$ cat config.mk
export PLATFORM = sky130hd
export DESIGN_NAME = fsm_lock_serial_param
export DESIGN_NICKNAME = d
export VERILOG_FILES = /design/src/rtl/fsm_lock_serial_param.sv
export SDC_FILE = /design/constraint.sdc
export NUM_CORES = 1
export LEC_CHECK = 0
export BUFFER_PORTS_ARGS = -buffer_cell sky130_fd_sc_hd__buf_2
export CORE_UTILIZATION = 25
export DETAILED_ROUTE_END_ITERATION = 12
export GPL_ROUTABILITY_DRIVEN = 1
export PLACE_DENSITY = 0.43
export SETUP_SLACK_MARGIN = 0.3
export SLEW_MARGIN = 30
export SYNTH_ARGS = -nofsm -noshare
export SYNTH_HDL_FRONTEND = slang
export SYNTH_SLANG_ARGS = --single-unit
$ cat constraint.sdc
create_clock -name CLK -period 2.4 [get_ports CLK]
set_clock_uncertainty 0.05 [all_clocks]
set_input_delay 0.48 -clock CLK [delete_from_list [all_inputs] [get_ports CLK]]
set_output_delay 0.48 -clock CLK [all_outputs]
set_load 0.01 [all_outputs]
$ cat src/rtl/fsm_lock_serial_param.sv
// Serial combination lock with configurable code length, reprogrammable code,
// failed-attempt lockout with a timed alarm, and a timed unlock window.
// Code bits arrive MSB first, one per IN_VALID strobe.
module fsm_lock_serial_param #(
    parameter int unsigned          CODE_LEN       = 4,
    parameter logic [CODE_LEN-1:0]  CODE_DEFAULT   = 4'b1011,
    parameter int unsigned          MAX_TRIES      = 3,
    parameter int unsigned          OPEN_CYCLES    = 8,
    parameter int unsigned          LOCKOUT_CYCLES = 16
) (
    input  logic CLK,
    input  logic R,
    input  logic IN,
    input  logic IN_VALID,
    input  logic CLEAR,
    input  logic PROG,
    output logic Unlock,
    output logic Alarm,
    output logic Err,
    output logic Prog_done
);

    localparam int unsigned TMR_MAX = (OPEN_CYCLES > LOCKOUT_CYCLES) ? OPEN_CYCLES : LOCKOUT_CYCLES;
    localparam int unsigned TMR_W   = $clog2(TMR_MAX) + 1;
    localparam int unsigned FAIL_W  = $clog2(MAX_TRIES + 1);
    localparam int unsigned CNT_W   = $clog2(CODE_LEN + 1);

    typedef enum logic [1:0] {
        ST_ENTRY    = 2'd0,
        ST_UNLOCKED = 2'd1,
        ST_LOCKOUT  = 2'd2
    } state_t;

    state_t                state_r, state_nxt_s;
    logic [CNT_W-1:0]      cnt_r, cnt_nxt_s;
    // Only the earlier CODE_LEN-1 bits need storing; the final bit is taken live.
    logic [CODE_LEN-2:0]   shift_r, shift_nxt_s;
    logic [FAIL_W-1:0]     fail_r, fail_nxt_s;
    logic [CODE_LEN-1:0]   code_r, code_nxt_s;
    logic [TMR_W-1:0]      tmr_r, tmr_nxt_s;
    logic                  err_ev_s, store_ev_s;
    logic                  unlock_nxt_s, alarm_nxt_s, err_nxt_s, prog_done_nxt_s;

    logic [CODE_LEN-1:0]   word_s;
    logic                  last_bit_s;
    logic                  prog_ok_s;
    logic                  tmr_last_s;

    assign word_s     = {shift_r, IN};
    assign last_bit_s = (cnt_r == CNT_W'(CODE_LEN - 1));
    assign prog_ok_s  = PROG & ~CLEAR;
    assign tmr_last_s = (tmr_r == TMR_W'(1));

    // State and datapath registers, plus registered outputs.
    always_ff @(posedge CLK or negedge R) begin
        if (!R) begin
            state_r   <= ST_ENTRY;
            cnt_r     <= {CNT_W{1'b0}};
            shift_r   <= {(CODE_LEN-1){1'b0}};
            fail_r    <= {FAIL_W{1'b0}};
            code_r    <= CODE_DEFAULT;
            tmr_r     <= {TMR_W{1'b0}};
            Unlock    <= 1'b0;
            Alarm     <= 1'b0;
            Err       <= 1'b0;
            Prog_done <= 1'b0;
        end else begin
            state_r   <= state_nxt_s;
            cnt_r     <= cnt_nxt_s;
            shift_r   <= shift_nxt_s;
            fail_r    <= fail_nxt_s;
            code_r    <= code_nxt_s;
            tmr_r     <= tmr_nxt_s;
            Unlock    <= unlock_nxt_s;
            Alarm     <= alarm_nxt_s;
            Err       <= err_nxt_s;
            Prog_done <= prog_done_nxt_s;
        end
    end

    // Next-state and datapath update: attempt checking, programming and timers.
    always_comb begin
        state_nxt_s = state_r;
        cnt_nxt_s   = cnt_r;
        shift_nxt_s = shift_r;
        fail_nxt_s  = fail_r;
        code_nxt_s  = code_r;
        tmr_nxt_s   = tmr_r;
        err_ev_s    = 1'b0;
        store_ev_s  = 1'b0;
        case (state_r)
            ST_ENTRY: begin
                if (CLEAR) begin
                    cnt_nxt_s   = {CNT_W{1'b0}};
                    shift_nxt_s = {(CODE_LEN-1){1'b0}};
                end else if (IN_VALID && last_bit_s) begin
                    cnt_nxt_s   = {CNT_W{1'b0}};
                    shift_nxt_s = {(CODE_LEN-1){1'b0}};
                    if (word_s == code_r) begin
                        state_nxt_s = ST_UNLOCKED;
                        fail_nxt_s  = {FAIL_W{1'b0}};
                        tmr_nxt_s   = TMR_W'(OPEN_CYCLES);
                    end else begin
                        err_ev_s   = 1'b1;
                        fail_nxt_s = fail_r + FAIL_W'(1);
                        if (fail_r == FAIL_W'(MAX_TRIES - 1)) begin
                            state_nxt_s = ST_LOCKOUT;
                            tmr_nxt_s   = TMR_W'(LOCKOUT_CYCLES);
                        end else begin
                            state_nxt_s = ST_ENTRY;
                        end
                    end
                end else if (IN_VALID) begin
                    cnt_nxt_s   = cnt_r + CNT_W'(1);
                    shift_nxt_s = word_s[CODE_LEN-2:0];
                end else begin
                    cnt_nxt_s = cnt_r;
                end
            end
            ST_UNLOCKED: begin
                // A completed program word beats a simultaneous timer expiry.
                if (prog_ok_s && IN_VALID && last_bit_s) begin
                    code_nxt_s  = word_s;
                    store_ev_s  = 1'b1;
                    tmr_nxt_s   = TMR_W'(OPEN_CYCLES);
                    cnt_nxt_s   = {CNT_W{1'b0}};
                    shift_nxt_s = {(CODE_LEN-1){1'b0}};
                end else if (tmr_last_s) begin
                    state_nxt_s = ST_ENTRY;
                    tmr_nxt_s   = {TMR_W{1'b0}};
                    cnt_nxt_s   = {CNT_W{1'b0}};
                    shift_nxt_s = {(CODE_LEN-1){1'b0}};
                end else begin
                    tmr_nxt_s = tmr_r - TMR_W'(1);
                    if (!prog_ok_s) begin
                        cnt_nxt_s   = {CNT_W{1'b0}};
                        shift_nxt_s = {(CODE_LEN-1){1'b0}};
                    end else if (IN_VALID) begin
                        cnt_nxt_s   = cnt_r + CNT_W'(1);
                        shift_nxt_s = word_s[CODE_LEN-2:0];
                    end else begin
                        cnt_nxt_s = cnt_r;
                    end
                end
            end
            ST_LOCKOUT: begin
                if (tmr_last_s) begin
                    state_nxt_s = ST_ENTRY;
                    tmr_nxt_s   = {TMR_W{1'b0}};
                    fail_nxt_s  = {FAIL_W{1'b0}};
                    cnt_nxt_s   = {CNT_W{1'b0}};
                    shift_nxt_s = {(CODE_LEN-1){1'b0}};
                end else begin
                    tmr_nxt_s = tmr_r - TMR_W'(1);
                end
            end
            default: begin
                state_nxt_s = ST_ENTRY;
                cnt_nxt_s   = {CNT_W{1'b0}};
                shift_nxt_s = {(CODE_LEN-1){1'b0}};
                fail_nxt_s  = {FAIL_W{1'b0}};
                tmr_nxt_s   = {TMR_W{1'b0}};
            end
        endcase
    end

    // Output decode from the upcoming state and this cycle's events.
    always_comb begin
        unlock_nxt_s    = (state_nxt_s == ST_UNLOCKED);
        alarm_nxt_s     = (state_nxt_s == ST_LOCKOUT);
        err_nxt_s       = err_ev_s;
        prog_done_nxt_s = store_ev_s;
    end

endmodule

==> reports/qor_table.md <==
| Result | This run |
|---|---|
| Final critical-path share of the clock period | 82.7% |
| Critical path start-end classification | flop to flop |
| Synthesis-to-layout area growth | 13.3% |
| Total wire length | 2280 um |
| Total number of placement rows | 24 |
| Sw frac | 30.4% |
| Nature of the critical path endpoint | flop |
| Combinational fraction of design power | 22.2% |
| Metal2 WL | 1080 um |
| Required time reported for the critical path endpoint | 2.51 ns |
| DRC violation total after the first TritonRoute iteration | 21 |
| Largest voltage drop on the vdd net | 0.000288 V |
| Antenna cells | 0 |
| I/O pin count | 10 |
| Layout Utilization | 29.9% |
| Share of cells above drive strength 1 | 22.2% |
| Setup-failing EPs final | 0 |
| Syn Inst Count | 106 |
| Proportion of synthesized chip area in sequential cells | 49.4% |
| Post-DR wirelength/cell | 13.5 um |
| Post-Synthesis Net Count | 117 |
| Upper clock frequency limit | 0.504 GHz |
| Library cell used as clock root buffer | sky130_fd_sc_hd__clkbuf_8 |
| Vias after detailed routing | 821 |
| Half-perimeter wire length after placement | 1660 um |
| Global route overflow | 0 |
| Kind of launch point of the worst setup path | flop |
| Sink count of the clock tree | 23 |
| Most common cell after layout, fill and taps aside | sky130_fd_sc_hd__dfrtp_1 |
| Fraction of power consumed by the clock network | 27.1% |
| DRC violation count after routing | 0 |
| Worst slew pin tran | 0.637 ns |
| Yosys reg bits | 23 |
| Final Worst Setup Slack | 0.415 ns |
| Run status | finished, final reports clean |
| Largest net degree at the start of global routing | 24 |
| Port Buffers | 9 |
| Clock tree from TritonCTS | yes |
| Last weighted congestion value of the routability-driven placer | 0.725 |
| Final critical delay including setup and external delays | 1.98 ns |
| Internal Power | 630 uW |
| Highest-count cells in the layout ignoring fill and taps | sky130_fd_sc_hd__dfrtp_1, sky130_fd_sc_hd__inv_1, sky130_fd_sc_hd__buf_2, sky130_fd_sc_hd__nand2_1 |
| Slack of the worst reg-to-reg path | 0.42 ns |
| Clock-pin slew reported for the worst setup and hold paths after clock tree synthesis | 0.09 ns |
| Largest driver fanout on the critical path | 6 |
| # fillers | 468 |
| Via count of the first global-routing pass | 830 |
| Count of max-cap constraint violations | 0 |
| Non-filler instance count after layout | 169 |
| Number of H-tree levels | 1 |
| Horizontal die dimension | 70.5 um |
| Total setup buffers inserted after CTS | 0 |
| Number of enable flip-flop cells after synthesis | 0 |
| Die Footprint | 4970 um2 |
| Cell Pwr Density | 681 nW/um2 |
| Total non-filler cell area in the finished layout | 1330 um2 |
| Drt pass-1 iters | 4 |
| Share of synthesized flip-flops with an asynchronous set or reset | 100% |
| Final count of pins violating max slew | 0 |
| Max-slew headroom at the worst pin | 57.0% |
| Syn avg cell area | 11.1 um2 |
| Wire length on met3 | 68 um |
| Worst hold path type | input port to async pin |
| Top flip-flop cell by instance count after synthesis | sky130_fd_sc_hd__dfrtp_1 |
| Area of the mapped netlist | 1170 um2 |
| Initial antenna violation count | 0 |
| Initial Util | 26.4% |
| Height of the chip | 70.5 um |
| Nets | 129 |
| Total CTS buffers | 3 |
| Metal-1 WL | 1110 um |
| Syn. warnings | 0 |
| Distinct cell type count after synthesis | 39 |
| Post-route setup TNS | 0 ns |
| Unrepaired setup endpoints after global routing | no |
| Net Switching | 276 uW |
| Post-Place Setup Slack | 0.335 ns |
| CTS max path bufs | 2 |
| Share of total power in sequential cells | 50.7% |
| Core outline area | 4440 um2 |
| Global-route usage over all layers | 9.82% |
| Wire length of the first global-routing pass | 3800 um |
| Clock latency at the later pin of the worst-skew pair | 0.26 ns |
| DRT antenna net count | 0 |
| Final-report hold violation count | 0 |
| Cell Area, Placed | 1270 um2 |
| Uppermost routed layer | met4 |
| Arrival time of the worst setup path | 2.09 ns |
| Leakage power of the design | 0.614 nW |
| Number of placed instances with taps included | 165 |
| Post-DR vias/cell | 4.86 |
==> sequential cells by signal, indices dropped and copies added (netlist names) <==
| register | count |
|---|---|
| fail_r | 2 |
| tmr_r | 5 |
| Err | 1 |
| state_r | 2 |
| shift_r | 3 |
| code_r | 4 |
| cnt_r | 3 |
| Alarm | 1 |
| Unlock | 1 |
| Prog_done | 1 |
==> area by class of cell <==
class / count / area [um2] / share of cell area (%)
flip-flops and latches: 23 / 579 / 43.6
multi-input cells: 71 / 556 / 41.8
well taps: 52 / 65.1 / 4.90
repair buffers: 9 / 45.0 / 3.39
clock buffers: 3 / 41.3 / 3.11
inverters: 10 / 37.5 / 2.82
clock inverters: 1 / 5.00 / 0.377
==> cells by family (layout without fill, tap and decap cells) <==
logic type	Yosys count	count (layout)	share of synthesized area, %
adders and majority gates	5	5	5.34
muxes	5	5	5.12
DFF	23	23	49.4
AOI/OAI and AO/OA	24	24	15.9
and+or+nand+nor	33	33	17.2
buffers and inverters	12	23	4.06
xor gates and xnor gates	4	4	2.99
==> power groups by stage <==
stage	registers, mW	logic (mW)	clock network [mW]
finish	0.459	0.201	0.245
global route	0.464	0.232	0.273
CTS	0.456	0.196	0.262
detailed placement	0.464	0.196	0
global placement	0.463	0.197	0
floorplan	0.454	0.156	0
==> critical path, cell delays in order, from the launching register on <==
cell and delay, ns:
sky130_fd_sc_hd__dfrtp_1 0.38, sky130_fd_sc_hd__inv_1 0.09, sky130_fd_sc_hd__ha_1 0.20, sky130_fd_sc_hd__or4b_4 0.54, sky130_fd_sc_hd__a21oi_4 0.20, sky130_fd_sc_hd__o41ai_2 0.13, sky130_fd_sc_hd__mux2_4 0.28
==> synth_stat cells, types with 2 or more instances <==
master	n	area share [%]
sky130_fd_sc_hd__dfrtp_1	20	43
sky130_fd_sc_hd__inv_1	10	3.2
sky130_fd_sc_hd__nand2_1	7	2.2
sky130_fd_sc_hd__a21oi_1	5	2.1
sky130_fd_sc_hd__a22o_1	5	3.7
sky130_fd_sc_hd__ha_1	5	5.3
sky130_fd_sc_hd__mux2_2	4	3.8
sky130_fd_sc_hd__xnor2_1	4	3.0
sky130_fd_sc_hd__dfstp_2	3	6.7
sky130_fd_sc_hd__nand4_1	3	1.6
sky130_fd_sc_hd__nor2_1	3	0.96
sky130_fd_sc_hd__nor3_1	3	1.3
sky130_fd_sc_hd__o21ai_0	3	1.3
sky130_fd_sc_hd__buf_2	2	0.85
sky130_fd_sc_hd__nand2b_1	2	1.1
sky130_fd_sc_hd__nand3_1	2	0.85
sky130_fd_sc_hd__nor2b_1	2	1.1
sky130_fd_sc_hd__or3_1	2	1.1
==> through the flow <==
stage | total power [mW] | hold slack (ns)
after floorplan | 0.609 | 0.134
after global placement | 0.660 | 0.422
after detailed placement | 0.659 | 0.441
after CTS | 0.914 | 0.142
after global routing | 0.970 | 0.158
final | 0.905 | 0.129
==> repair_timing <==
item / 4_1_cts / 5_1_grt
endpoints found under the setup margin: 0 / 7
hold buffers: 0 / 0
resized for setup: 0 / 2
==> path summary, 6_finish.rpt <==
kind                                      start                      to  depth (start not counted)
max reg2reg                tmr_r[1]$_DFFE_PN0P_    cnt_r[0]$_DFFE_PN0N_                          6
max                        tmr_r[1]$_DFFE_PN0P_    cnt_r[0]$_DFFE_PN0N_                          6
min in group CLK                             IN  shift_r[0]$_DFFE_PN0N_                          2
min                                           R    tmr_r[4]$_DFFE_PN0P_                          1
min reg2reg                cnt_r[2]$_DFFE_PN0N_    cnt_r[2]$_DFFE_PN0N_                          1
max in group asynchronous                     R   code_r[0]$_DFFE_PN1P_                          1
==> layer usage <==
metal | up-vias | GRT usage, %
met5 | - | 0
met4 | 0 | 4.99
met3 | 2 | 2.02
met2 | 10 | 15.3
met1 | 405 | 12.8
li1 | 404 | -
(Power assumes the default switching activity.)
